`src/rtl/fir_pkg.sv`:
```
// Shared sample types for FIR_filter and its downstream decimator.
package fir_pkg;
  localparam int DATA_W = 8;
  typedef logic signed [DATA_W-1:0] sample_t;
  typedef enum logic {ACCUM, DUMP} phase_state_e;
endpackage

```
`src/rtl/fir_decimator_if.sv`:
```
// Sample-in / decimated-out bus of fir_decimator; master drives samples and accepts results.
interface fir_decimator_if #(
  parameter int DATA_W = 8,
  parameter int DEPTH  = 4
);
  logic                         in_valid;
  logic signed [DATA_W-1:0]     fir_yn;
  logic                         flush;
  logic signed [DATA_W-1:0]     dec_out;
  logic                         out_valid;
  logic                         out_ready;
  logic [$clog2(DEPTH+1)-1:0]   fill;
  logic                         overflow;

  modport master (
    output in_valid, fir_yn, flush, out_ready,
    input  dec_out, out_valid, fill, overflow
  );
  modport slave (
    input  in_valid, fir_yn, flush, out_ready,
    output dec_out, out_valid, fill, overflow
  );
endinterface

```
`src/rtl/fir_decimator_fifo.sv`:
```
// Small synchronous FIFO with occupancy count; a push while full succeeds only alongside a pop.
// Head data reads as zero while empty.
module sync_fifo #(
  parameter int W     = 8,
  parameter int DEPTH = 4
) (
  input  logic                        clk,
  input  logic                        rst_n,
  input  logic                        clr,
  input  logic                        push,
  input  logic [W-1:0]                push_dat,
  input  logic                        pop,
  output logic [W-1:0]                head_dat,
  output logic [$clog2(DEPTH+1)-1:0]  count,
  output logic                        full,
  output logic                        empty
);
  localparam int AW = $clog2(DEPTH);
  localparam int CW = $clog2(DEPTH+1);

  logic [W-1:0]  mem [DEPTH];
  logic [AW-1:0] rd_ptr;
  logic [AW-1:0] wr_ptr;
  logic [CW-1:0] count_q;
  logic          do_push;
  logic          do_pop;

  assign empty    = (count_q == '0);
  assign full     = (count_q == CW'(DEPTH));
  assign do_pop   = pop & ~empty;
  assign do_push  = push & (~full | do_pop);
  assign count    = count_q;
  assign head_dat = empty ? '0 : mem[rd_ptr];

  always_ff @(posedge clk or negedge rst_n) begin
    if (!rst_n) begin
      rd_ptr  <= '0;
      wr_ptr  <= '0;
      count_q <= '0;
    end else if (clr) begin
      rd_ptr  <= '0;
      wr_ptr  <= '0;
      count_q <= '0;
    end else begin
      if (do_push) wr_ptr <= wr_ptr + AW'(1);
      if (do_pop)  rd_ptr <= rd_ptr + AW'(1);
      case ({do_push, do_pop})
        2'b10:   count_q <= count_q + CW'(1);
        2'b01:   count_q <= count_q - CW'(1);
        default: count_q <= count_q;
      endcase
    end
  end

  // Storage needs no reset: the head is masked while the FIFO is empty.
  always_ff @(posedge clk) begin
    if (do_push && !clr) mem[wr_ptr] <= push_dat;
  end
endmodule

```
`src/rtl/fir_decimator.sv`:
```
// Accumulate-and-dump decimator behind FIR_filter: averages DECIM valid samples per result
// and queues results in an output FIFO with valid/ready; results arriving at a full FIFO are dropped.
module fir_decimator
  import fir_pkg::*;
#(
  parameter int DATA_W = fir_pkg::DATA_W,
  parameter int DECIM  = 4,
  parameter int DEPTH  = 4
) (
  input  logic             clk,
  input  logic             rst_n,
  fir_decimator_if.slave   bus
);
  localparam int LOG2D = $clog2(DECIM);
  localparam int ACC_W = DATA_W + LOG2D;

  phase_state_e             state_q, state_d;
  logic [LOG2D-1:0]         phase_q, phase_d;
  logic signed [ACC_W-1:0]  acc_q, acc_d;
  logic signed [ACC_W-1:0]  sum;
  logic [DATA_W-1:0]        result;
  logic                     push;
  logic                     pop;
  logic                     full;
  logic                     empty;
  logic                     overflow_q;

  assign sum    = acc_q + {{LOG2D{bus.fir_yn[DATA_W-1]}}, bus.fir_yn};
  // Taking the upper DATA_W bits is the arithmetic shift by LOG2D (floor) with no further truncation.
  assign result = sum[ACC_W-1:LOG2D];

  always_ff @(posedge clk or negedge rst_n) begin
    if (!rst_n) begin
      state_q <= ACCUM;
      phase_q <= '0;
      acc_q   <= '0;
    end else begin
      state_q <= state_d;
      phase_q <= phase_d;
      acc_q   <= acc_d;
    end
  end

  always_comb begin
    state_d = state_q;
    phase_d = phase_q;
    acc_d   = acc_q;
    push    = 1'b0;
    if (bus.flush) begin
      state_d = ACCUM;
      phase_d = '0;
      acc_d   = '0;
    end else if (bus.in_valid) begin
      case (state_q)
        ACCUM: begin
          acc_d   = sum;
          phase_d = phase_q + LOG2D'(1);
          state_d = (phase_q == LOG2D'(DECIM-2)) ? DUMP : ACCUM;
        end
        DUMP: begin
          push    = 1'b1;
          acc_d   = '0;
          phase_d = '0;
          state_d = ACCUM;
        end
        default: state_d = ACCUM;
      endcase
    end
  end

  assign pop = ~empty & bus.out_ready;

  sync_fifo #(.W(DATA_W), .DEPTH(DEPTH)) u_fifo (
    .clk      (clk),
    .rst_n    (rst_n),
    .clr      (bus.flush),
    .push     (push),
    .push_dat (result),
    .pop      (pop),
    .head_dat (bus.dec_out),
    .count    (bus.fill),
    .full     (full),
    .empty    (empty)
  );

  always_ff @(posedge clk or negedge rst_n) begin
    if (!rst_n)                    overflow_q <= 1'b0;
    else if (bus.flush)            overflow_q <= 1'b0;
    else if (push && full && !pop) overflow_q <= 1'b1;
  end

  assign bus.out_valid = ~empty;
  assign bus.overflow  = overflow_q;
endmodule

```
`src/flat_wrapper.sv`:
```
// flat-port wrapper written by rule: the top's interface ports become plain ports
module fir_decimator_flat import fir_pkg::*;
#(
  parameter int DATA_W = fir_pkg::DATA_W,
  parameter int DECIM  = 4,
  parameter int DEPTH  = 4
)
  (clk, rst_n, bus_in_valid, bus_fir_yn, bus_flush, bus_out_ready, bus_dec_out, bus_out_valid, bus_fill, bus_overflow);
  fir_decimator_if #(.DATA_W(DATA_W), .DEPTH(DEPTH)) bus_i ();
  input  logic clk;
  input  logic rst_n;
  input wire logic [$bits(bus_i.in_valid)-1:0] bus_in_valid;
  input wire logic [$bits(bus_i.fir_yn)-1:0] bus_fir_yn;
  input wire logic [$bits(bus_i.flush)-1:0] bus_flush;
  input wire logic [$bits(bus_i.out_ready)-1:0] bus_out_ready;
  output wire logic [$bits(bus_i.dec_out)-1:0] bus_dec_out;
  output wire logic [$bits(bus_i.out_valid)-1:0] bus_out_valid;
  output wire logic [$bits(bus_i.fill)-1:0] bus_fill;
  output wire logic [$bits(bus_i.overflow)-1:0] bus_overflow;
  assign bus_i.in_valid = bus_in_valid;
  assign bus_i.fir_yn = bus_fir_yn;
  assign bus_i.flush = bus_flush;
  assign bus_i.out_ready = bus_out_ready;
  assign bus_dec_out = bus_i.dec_out;
  assign bus_out_valid = bus_i.out_valid;
  assign bus_fill = bus_i.fill;
  assign bus_overflow = bus_i.overflow;
  fir_decimator #(.DATA_W(DATA_W), .DECIM(DECIM), .DEPTH(DEPTH)) u_core (.clk(clk), .rst_n(rst_n), .bus(bus_i));
endmodule
```
`config.mk`:
```
export PLATFORM = sky130hd
export DESIGN_NAME = fir_decimator_flat
export DESIGN_NICKNAME = d
export VERILOG_FILES = /design/src/rtl/fir_pkg.sv /design/src/rtl/fir_decimator_if.sv /design/src/rtl/fir_decimator_fifo.sv /design/src/rtl/fir_decimator.sv /design/src/flat_wrapper.sv
export SDC_FILE = /design/constraint.sdc
export NUM_CORES = 1
export LEC_CHECK = 0
export CORE_ASPECT_RATIO = 0.7
export CORE_UTILIZATION = 45
export DETAILED_ROUTE_END_ITERATION = 7
export PLACE_DENSITY = 0.76
export RECOVER_POWER = 25
export SYNTH_ARGS = -nofsm -noshare
export SYNTH_HDL_FRONTEND = slang
export SYNTH_SLANG_ARGS = --single-unit
```
`constraint.sdc`:
```
create_clock -name clk -period 2.79 [get_ports clk]
set_input_delay 0.558 -clock clk [delete_from_list [all_inputs] [get_ports clk]]
set_output_delay 0.558 -clock clk [all_outputs]
set_load 0.05 [all_outputs]
```
# Yosys cells after proc, flatten, opt, wreduce, memory -nomap -nowiden
# Memory sizes are Yosys's and may differ from the RTL's.
# Index checks and enable logic that the tools add are counted.
# op_classes
n_div	0
reduce_logical	11
shift	0
n_mul	0
mux	24
addsub	6
bitwise	7
eq_ne	4
magnitude_cmp	0
# ops
cell	n
$mux W10	2
$pmux W10 S2	1
$mux W2	6
$add A10 B10 Y10	1
$mux W1	10
$mux W8	1
$reduce_bool A2 Y1	4
$add A2 B1 Y2 const B	3
$pmux W3 S2	1
$eq A2 B2 Y1 const B	2
$pmux W2 S2	1
$add A3 B1 Y3 const B	1
$and A1 B1 Y1	3
$eq A3 B3 Y1 const B	1
$logic_and A1 B1 Y1	3
$logic_not A3 Y1	1
$mux W3	1
$not A1 Y1	3
$reduce_bool A3 Y1	1
$sub A3 B1 Y3 const B	1
$eq A2 B1 Y1 const B	1
$logic_not A1 Y1	2
$pmux W1 S2	1
$or A1 B1 Y1	1
# totals
output_inout_bits	13
inputBits	13
latch_bits	0
ramBits	32
rom_bits	0
memories	1
register_bits	21
# mem_list
memory	depth	word_bits	read_ports	rd_clocked_by_memory_dff	write_ports	line	rtl
u_core.u_fifo.mem	4	8	1	0	1	fir_decimator_fifo.sv:21	logic [W-1:0] mem [DEPTH];

# Depth between registers and ports, before layout
# Gate-level depths: netlist (run 1).
# logic_depth
word_depth	9
ltp_mapped	9

# By module
# From an unflattened synthesis (run 1), not the netlist that was laid out.
# hier_totals
hier_cells	241
hier_area_um2	2885.3
# modules_own_cells
module	cells_each	area_each_um2	instances
sync_fifo	113	1776.7	1
fir_decimator	128	1108.6	1

# Least setup slack after synthesis (run 1)
# OpenSTA, ideal clock, no wires.
# synth_path
path_kind	register to register
startpoint	register u_core.u_fifo.count_q[1], in the netlist u_core.u_fifo.count[1]
endpoint	register u_core.u_fifo.count_q[1], in the netlist u_core.u_fifo.count[1]
path_slack_ps	19
arrival_time_ps	2649
path_stages_with_launch	9
synth_period_minus_slack_ps	2771
path_buffers	1
setup_time_ps	123
cell_sequence	dfrtp_1 or3_1 clkbuf_1 nand2_1 nor2_1 fa_1 nor2_1 nor2_1 o221a_2
# synth_via
elab_chain_len	9
elab_cells_between_ends	15
# synth_lines
element	line	rtl
start: declaration	fir_decimator_fifo.sv:24	logic [CW-1:0] count_q;
start signal: assignment	fir_decimator_fifo.sv:48	2'b10: count_q <= count_q + CW'(1);
start signal: assignment	fir_decimator_fifo.sv:49	2'b01: count_q <= count_q - CW'(1);
start signal: assignment	fir_decimator_fifo.sv:50	default: count_q <= count_q;
$logic_not A3 Y1 *	fir_decimator_fifo.sv:28	assign empty = (count_q == '0);
$not A1 Y1 *	n/a	
via bus_out_valid	flat_wrapper.sv:17	output wire logic [$bits(bus_i.out_valid)-1:0] bus_out_valid;
$and A1 B1 Y1	fir_decimator.sv:71	assign pop = ~empty & bus.out_ready;
$and A1 B1 Y1 *	fir_decimator_fifo.sv:30	assign do_pop = pop & ~empty;
$or A1 B1 Y1	fir_decimator_fifo.sv:31	assign do_push = push & (~full | do_pop);
$and A1 B1 Y1	fir_decimator_fifo.sv:31	
$eq A2 B1 Y1 / $eq A2 B2 Y1 (equally long branches)	fir_decimator_fifo.sv:47	case ({do_push, do_pop})
$pmux W3 S2	fir_decimator_fifo.sv:47	
$mux W3	fir_decimator_fifo.sv:40	end else if (clr) begin
# The timed path passes the listed nets; every way through them passes the cells marked *.
# A chain may end at the register's enable or synchronous reset.

# Worst setup path after layout (run 1)
# layout_path
startpoint	input port bus_fir_yn[0]
endpoint	memory u_core.u_fifo.mem[0][6], data pin
# layout_via
elab_chain_len	1
# layout_lines
element	line	rtl
start: declaration	flat_wrapper.sv:13	input wire logic [$bits(bus_i.fir_yn)-1:0] bus_fir_yn;
$add A10 B10 Y10	fir_decimator.sv:28	assign sum = acc_q + {{LOG2D{bus.fir_yn[DATA_W-1]}}, bus.fir_yn};
via u_core.sum[8]	fir_decimator.sv:20	logic signed [ACC_W-1:0] sum;
end: declaration	fir_decimator_fifo.sv:21	
# The timed path passes the listed nets, and every way through them passes these cells.

==> results.yml, run 1 <==
synthesis:
  synth_compound_area_share_pct: 12.56
  yosysTopAreaCell: "edfxtp_1"
  synth_fp_nets: 271
  synth-seq-area-share_pct: 52.54
  synth_seq_cells: 53
  muxShareOfSynthArea_pct: 6.767
  synth_edf_count: 32
  netlist_area_um2: 2829
  syn_area_per_cell_um2: 11.69
  synthSimpleGateAreaFrac_pct: 14.51
  ys_async_sr_fraction_pct: 39.62
  synth.distinct_cells: 51
  synthXorXnorAreaFrac_pct: 2.477
  yosys_warnings: 0
  synth-adder-area-share_pct: 7.607
  yosys_most_used_dff: "edfxtp_1"
  synth_top_cell_area_share_pct: 33.97
  synth_top_family_by_area: "simple AND/OR/NAND/NOR gates"
  synthCells: 242
  synth.area.top_cells: "edfxtp_1, dfrtp_1, mux4_2"
worst_setup_path:
  cp.depth: 10
  cp-end-kind: "flop"
  r2r_cells: 9
  path_buf_inv: 3
  cp-start-kind: "input port"
  critical_path.top_delay_family: "compound AO/OA/AOI/OAI gates"
  cp.required_ps: 2850
  crit_type: "in2reg"
  crit_fanout: 4
  crit_slowest_cell: "clkdlybuf4s50_1"
  path_cells: "clkdlybuf4s50_1, ha_1, inv_1, fa_1, nor2b_1, o31a_1, o31ai_1, a21oi_1, xor2_1, buf_4"
  cp.arrival_ps: 2660
  cpPeakStageDelay_ps: 400
floorplan:
  dieArea_um2: 6612
  die_x_um: 96.77
  initial_utilization_pct: 47.95
  rows: 23
  io_pins: 26
  fp.dieH_um: 68.34
  core_area_um2: 5899
worst_hold_path:
  hold_path.class: "reg2reg"
  hold_depth: 1
clock_network:
  cts_tree: "yes"
  cts-root-buf: "clkbuf_8"
  clk_pin_slew_ps: 90
  insertion_delay_ps: 300
  cts_buffers: 5
  htreeDepth: 2
  clock_sinks: 53
  cts_resized: 0
  cts_buffer_depth: 2
  hold_buffers: 0
  post_cts_buffers: 0
layout:
  num-nets-final: 316
  drive_gt1_share_pct: 17.01
  antenna-diode-count: 0
  instances_no_fill: 363
  final_cell_mix: "edfxtp_1, buf_4, nor2_1"
  areaGrowthSynthToFinish_pct: 19.42
  final_common_cell: "edfxtp_1"
sta:
  worst_pin_slew_ps: 1228
  maxClockFrequency_mhz: 385.6
  slew_headroom_pct: 18.15
  period_needed_ps: 2593
  fin_skew_ps: 4.598
  finalHoldViolations: 0
  setup_violations: 0
  maxSlewViolCount: 0
  timing.final.crit_share_pct: 92.94
  rsz0062_at_grt: "false"
route:
  vias: 1951
  drt-initial-drc-count: 94
  firstDrtPassIters: 4
  drtAntennaViolNets: 0
  totalWireLength_mm: 5.434
  drc: 0
  avgViaCountPerCell: 5.375
  wl_per_cell_um: 14.97
pwr:
  irDropWorstVdd_mv: 0.2272
  power.density_nw_per_um2: 527.1
  cellLeakagePower_nw: 1.361
  p_total_mw: 1.781
grt:
  grt_first_pass_wirelength_mm: 9.183
  grt_max_degree: 22
  grtUsageTotal_pct: 18.26
  grt_pass1_vias: 1861
  antenna_found_initial: 0
  grt_overflow: 0
run:
  maxCapViolCount: 0
place:
  hpwlAfterDp_mm: 4.087
  gp_congestion: 0.8951
  place_inst: 355
  portBuffers: 25
status:
  status: "completed"
[layer usage]
metal  up-vias  track usage, %  part of all wire [%]
met2        45           28.87                    43
met3         8           3.166                   5.1
met1       922           26.17                    51
met5         -               0                     0
li1        976               -                     -
met4         0           5.410                   1.1
[cells in the mapped netlist (all sizes together), types with 2 or more instances]
cell type	number
mux4	8
a211oi	2
nor2b	4
or4	2
nand2	13
or3	3
clkbuf	7
xnor2	5
ha	14
dfrtp	21
nand2b	3
o21a	2
a31oi	3
a2111o	2
fa	2
nand3	4
a21oi	19
inv	12
nand4	2
o21ai	7
a22o	3
nand3b	2
buf	4
nor3	2
edfxtp	32
and2	12
nor2	27
and3	2
nor4b	2
xor2	3
o31ai	4
[state kept, by name (all words and copies together) (netlist names)]
register	flops
u_core.state_q	1
u_core.bus.overflow	1
u_core.u_fifo.mem	32
u_core.phase_q	2
u_core.u_fifo.count	3
u_core.acc_q	10
u_core.u_fifo.wr_ptr	2
u_core.u_fifo.rd_ptr	2
[cell families after synthesis]
kind of cell / count (synthesis)
xor+xnor: 8
flops: 53
fa+ha+maj: 16
simple gates: 80
compound gates: 52
mux: 9
buf+inv: 24
[worst register-to-register path: cells and delay by family (launching register included)]
kind | cells | cell delay (ps)
AOI/OAI and AO/OA | 3 | 800
xor gates and xnor gates | 1 | 180
DFF | 1 | 390
adders and majority gates | 2 | 410
buffers and inverters | 2 | 230
and+or+nand+nor | 1 | 70
[stage by stage]
| stage | instance area [um^2] | utilization [%] | TNS [ps] | setup slack (ps) | hold WS, ps |
|---|---|---|---|---|---|
| final | 3378 | 57.26 | 0 | 196.8 | 520.4 |
| after global placement | 3282 | 55.63 | -220.3 | -55.08 | 498.5 |
| after CTS | 3393 | 57.52 | 0 | 197.7 | 519.4 |
| after floorplan | 2829 | - | 0 | 18.53 | 262.4 |
| after global routing | 3378 | 57.26 | 0 | 59.48 | 558.1 |
| after detailed placement | 3282 | 55.63 | -762.7 | -117.9 | 493.6 |
[cell type report]
type / count / area (um^2)
sequential: 53 / 1486
timing repair buffer: 49 / 395.4
tap: 75 / 93.84
multi-input combinational: 165 / 1242
clock inverter: 2 / 38.79
fill: 486 / 2521
clock buffer: 6 / 72.57
inverter: 13 / 48.80
[final timing paths]
kind | start | endpoint | slack [ps]
worst max-delay path | bus_fir_yn[0] | u_core.u_fifo.mem[0][6] | 200
worst min-delay path | u_core.acc_q[4] | u_core.acc_q[4] | 520
worst max register to register | u_core.acc_q[0] | u_core.u_fifo.mem[0][6] | 480
worst min register to register | u_core.acc_q[4] | u_core.acc_q[4] | 520
max in group asynchronous | rst_n | u_core.u_fifo.rd_ptr[0] | 1040
min in group asynchronous | rst_n | u_core.acc_q[0] | 1020
[where the power goes]
group,switching [mW],total [mW],internal [mW]
Clock,0.245,0.515,0.269
Combinational,0.193,0.356,0.163
Sequential,0.0167,0.910,0.894
Total,0.455,1.78,1.33
No activity file was read; power rests on OpenSTA's default activity.
==> run 2, diff against run 1 <==
- CORE_MARGIN: unset -> 2
==> run 2 against run 1 <==
Die area increased by 5.1%. Largest power group unchanged. Hold slack got worse by 2.5 ps. Critical path depth decreased by 3. Power decreased by 5.7%. Count of clock-buffer cells in the layout decreased by 1. Largest cell class unchanged. Routed wire length increased by 3.9%. Clock skew increased by 6.9 ps. Critical endpoint is now u_core.u_fifo.mem[1][7].
==> results.yml, run 2 (same netlist as run 1, synthesis figures left out) <==
clock_network:
  clock_sinks: 53
  insertion_delay_ps: 300
  cts_resized: 0
  htreeDepth: 2
  clk_pin_slew_ps: 90
  cts_buffer_depth: 2
  cts_tree: "yes"
  hold_buffers: 0
  cts-root-buf: "clkbuf_8"
  cts_buffers: 5
  post_cts_buffers: 0
layout:
  final_cell_mix: "edfxtp_1, nor2_1, buf_4"
  antenna-diode-count: 0
  final_common_cell: "edfxtp_1"
  drive_gt1_share_pct: 16.25
  post-route-util_pct: 54.04
  largest_reg_flops: 32
  regMostFlops: "u_core.u_fifo.mem"
  areaGrowthSynthToFinish_pct: 17.60
  num-nets-final: 311
worst_hold_path:
  hold_path.class: "reg2reg"
  hold_depth: 1
  min_from: "u_core.acc_q[7]"
  whs_endpoint: "u_core.acc_q[7]"
grt:
  grt_first_pass_wirelength_mm: 9.570
  grt_pass1_vias: 1920
  grtUsageTotal_pct: 17.77
  grt_overflow: 0
  antenna_found_initial: 0
  grt_max_degree: 22
floorplan:
  fp.dieH_um: 70.34
  core_area_um2: 6156
  rows: 24
  dieArea_um2: 6947
  io_pins: 26
  die_x_um: 98.77
  initial_utilization_pct: 45.96
sta:
  setup_violations: 0
  fin_skew_ps: 11.54
  slew_headroom_pct: 23.76
  maxSlewViolCount: 0
  maxClockFrequency_mhz: 389.4
  worst_pin_slew_ps: 1144
  rsz0062_at_grt: "false"
  finalHoldViolations: 0
  timing.final.crit_share_pct: 92.05
  period_needed_ps: 2568
  whs_ps: 517.9
route:
  wl_per_cell_um: 15.65
  drt-initial-drc-count: 122
  vias: 1975
  avgViaCountPerCell: 5.471
  drc: 0
  firstDrtPassIters: 4
  drtAntennaViolNets: 0
  totalWireLength_mm: 5.648
pwr:
  p_total_mw: 1.678
  cellLeakagePower_nw: 1.328
  power.density_nw_per_um2: 504.5
  irDropWorstVdd_mv: 0.2111
worst_setup_path:
  crit_slowest_cell: "or4_4"
  r2r_cells: 6
  r2r_slack_ps: 530
  cpPeakStageDelay_ps: 500
  crit_type: "in2reg"
  critPathLaunch: "bus_fir_yn[1]"
  path_cells: "clkdlybuf4s50_1, ha_1, a211oi_2, nor4b_1, buf_4, or4_4, a31o_2"
  crit_fanout: 4
  cp.arrival_ps: 2630
  rr_endpoint: "u_core.u_fifo.mem[1][7]"
  cp-end-kind: "flop"
  cp.required_ps: 2850
  cp-start-kind: "input port"
  r2r_start: "u_core.acc_q[1]"
run:
  maxCapViolCount: 0
place:
  hpwlAfterDp_mm: 4.278
  portBuffers: 25
  gp_congestion: 0.8671
status:
  status: "completed"
==> run 2: cell count changes in the layout (fill, tap and decap cells not counted), sizes merged <==
| cell | before | now |
|---|---|---|
| buf | 28 | 24 |
| clkbuf | 10 | 8 |
| bufinv | 1 | 0 |
| clkinvlp | 0 | 1 |
| inv | 12 | 13 |
==> run 2: how the worst max path moves through the flow <==
| stage | to | slack (ps) | depth (start not counted) |
|---|---|---|---|
| 2_1_floorplan | u_core.u_fifo.count[1] | 20 | 8 |
| 3_3_place_gp | u_core.u_fifo.mem[0][7] | -60 | 7 |
| 3_5_place_dp | u_core.u_fifo.mem[2][7] | -80 | 7 |
| 4_1_cts | bus_out_valid | 210 | 2 |
| 5_1_grt | u_core.u_fifo.mem[3][6] | 80 | 9 |
| 6_report | u_core.u_fifo.mem[1][7] | 220 | 7 |
==> run 2: routing by layer <==
metal	GRT usage, %	wire, um	up-vias
met5	0	0	-
met1	25.81	2742	951
met3	3.904	292	5
met2	27.48	2569	48
met4	4.110	42	0
li1	-	-	971
==> run 2: critical path, delay by kind of cell <==
family,cells,cell delay (ps)
AO/OA/AOI/OAI,2,570
adder cells (fa/ha/maj),1,340
AND/OR/NAND/NOR,2,590
buffers and inverters,2,570
==> run 2: power breakdown <==
group	internal (mW)	switching (mW)
clock network	0.178	0.253
logic	0.144	0.192
registers	0.894	0.0171
total	1.22	0.462
==> run 2: metrics by stage <==
step / setup slack, ps / area [um^2] / setup TNS [ps] / cells
2_1_floorplan: 18.53 / 2829 / 0 / 242
3_3_place_gp: -58.12 / 3248 / -232.6 / 353
3_5_place_dp: -84.87 / 3248 / -764.1 / 353
4_1_cts: 209.1 / 3338 / 0 / 361
5_1_grt: 79.89 / 3327 / 0 / 361
6_report: 221.8 / 3327 / 0 / 361
==> run 2: layout make-up <==
type                            instances  area, um^2
Tap cell                               78       97.59
Inverter                               13       48.80
Sequential cell                        53        1486
Clock buffer                            5       68.82
Fill cell                             531        2829
Clock inverter                          3       21.27
Multi-Input combinational cell        165        1242
Timing Repair Buffer                   44       361.6
==> run 3, diff against run 2 <==
- clock period: 2.79 -> 2.8 ns (I/O delays scaled with it)
==> run 3 against run 2 <==
Largest power group unchanged. Sequential cell count stayed put. Clock skew increased by 3.3 ps. Die area unchanged. Global-route usage shrank 0.68 points. Register-to-register slack about the same. Highest routed layer unchanged. Critical path type is now reg2out.
==> results.yml, run 3 (same netlist as run 1, synthesis figures left out) <==
layout:
  n_fill_cell: 526
  areaGrowthSynthToFinish_pct: 17.87
  final_cell_mix: "edfxtp_1, nor2_1, buf_4"
  regMostFlops: "u_core.u_fifo.mem"
  drive_gt1_share_pct: 16.25
  largest_reg_flops: 32
  final_area_um2: 3334
  antenna-diode-count: 0
  final_common_cell: "edfxtp_1"
  num-nets-final: 311
  post-route-util_pct: 54.17
pwr:
  irDropWorstVdd_mv: 0.2109
  seqPwrFrac_pct: 53.3
  p_sw_share_pct: 28.13
  cellLeakagePower_nw: 1.335
  power.density_nw_per_um2: 510.5
  pwr-share-comb_pct: 19.6
  p_total_mw: 1.702
  clkPwrFrac_pct: 27.1
  p_int_mw: 1.223
  netSwitchingPower_mw: 0.4788
sta:
  timing.final.ws_setup_ps: 218.2
  rsz0062_at_grt: "false"
  timing.final.crit_share_pct: 92.21
  period_needed_ps: 2582
  setup_violations: 0
  maxClockFrequency_mhz: 387.3
  slew_headroom_pct: 23.85
  worst_pin_slew_ps: 1142
  finalSetupTns_ps: 0
  fin_skew_ps: 14.80
  finalHoldViolations: 0
  maxSlewViolCount: 0
grt:
  grt_pass1_vias: 1867
  grt_first_pass_wirelength_mm: 9.225
  grtUsageTotal_pct: 17.09
  antenna_found_initial: 0
  grt_overflow: 0
  grt_max_degree: 22
floorplan:
  io_pins: 26
  initial_utilization_pct: 45.96
  rows: 24
  dieArea_um2: 6947
  fp.dieH_um: 70.34
  die_x_um: 98.77
  core_area_um2: 6156
place:
  portBuffers: 25
  pre_cts_slack_ps: -79.29
  hpwlAfterDp_mm: 4.234
  gp_congestion: 0.8678
  place_area_um2: 3248
worst_hold_path:
  hold_path.class: "reg2reg"
  min_from: "u_core.acc_q[7]"
route:
  wl_per_cell_um: 15.54
  drc: 0
  avgViaCountPerCell: 5.488
  totalWireLength_mm: 5.611
  firstDrtPassIters: 4
  drt-initial-drc-count: 146
  drtAntennaViolNets: 0
  vias: 1981
clock_network:
  hold_buffers: 0
  clk_pin_slew_ps: 100
  cts_tree: "yes"
  htreeDepth: 2
  cts_resized: 0
  cts-root-buf: "clkbuf_8"
  cts_buffers: 5
  insertion_delay_ps: 310
  cts_buffer_depth: 2
  clock_sinks: 53
  post_cts_buffers: 0
worst_setup_path:
  cp-end-kind: "output pin"
  cp.arrival_ps: 2020
  cp.required_ps: 2240
  cpPeakStageDelay_ps: 740
  cp-start-kind: "flop"
  crit_fanout: 9
  critPathLaunch: "u_core.u_fifo.count[1]"
  crit_slowest_cell: "clkdlybuf4s50_1"
  crit_type: "reg2out"
  r2r_start: "u_core.acc_q[1]"
  path_cells: "or3_1, clkdlybuf4s50_1"
run:
  maxCapViolCount: 0
status:
  status: "completed"
-- run 3: cell types whose count changed in the layout (fill, tap and decap cells not counted), sizes merged --
cell / change
inv: +2
clkinv: -1
clkinvlp: -1
-- run 3: cell type report --
| type | count | area [um^2] | share of cell area [%] |
|---|---|---|---|
| clock buffer | 5 | 68.82 | 2.064 |
| clock inverter | 3 | 28.78 | 0.8630 |
| inverter | 13 | 48.80 | 1.463 |
| multi-input combinational | 165 | 1242 | 37.26 |
| sequential | 53 | 1486 | 44.58 |
| tap | 78 | 97.59 | 2.927 |
| timing repair buffer | 44 | 361.6 | 10.84 |
-- run 3: final timing paths --
path,end,slack [ps],depth (start not counted)
min in group asynchronous,u_core.acc_q[6],970,2
hold reg to reg,u_core.acc_q[7],530,1
max in group asynchronous,u_core.u_fifo.wr_ptr[0],1130,2
setup / recovery,bus_out_valid,220,2
setup reg to reg,u_core.u_fifo.mem[0][7],540,6
hold / removal,u_core.acc_q[7],530,1
-- run 3: metal layers --
| layer | part of all wire (%) | up-vias | global-route usage, % |
|---|---|---|---|
| met2 | 45 | 57 | 26.80 |
| met1 | 48 | 950 | 24.29 |
| met4 | 0.68 | 0 | 5.175 |
| met5 | 0 | - | 0 |
| met3 | 6.0 | 4 | 3.203 |
| li1 | - | 970 | - |
-- run 3: power by group through the flow --
stage               Sequential, mW  Combinational [mW]  Clock, mW
floorplan                    0.917               0.218          0
global placement             0.923               0.318          0
detailed placement           0.923               0.335          0
CTS                          0.907               0.336      0.477
global route                 0.910               0.371      0.508
finish                       0.907               0.334      0.461
-- run 3: critical path: cells and delay by family, from the launching register on --
kind | cells | cell delay [ps]
buffers and inverters | 1 | 740
and+or+nand+nor | 1 | 480
DFF | 1 | 490
-- run 3: metrics by stage --
stage / hold slack [ps] / instances
floorplan: 264.4 / 242
global placement: 495.7 / 353
detailed placement: 501.6 / 353
CTS: 529.8 / 361
global route: 564.1 / 361
finish: 529.3 / 361
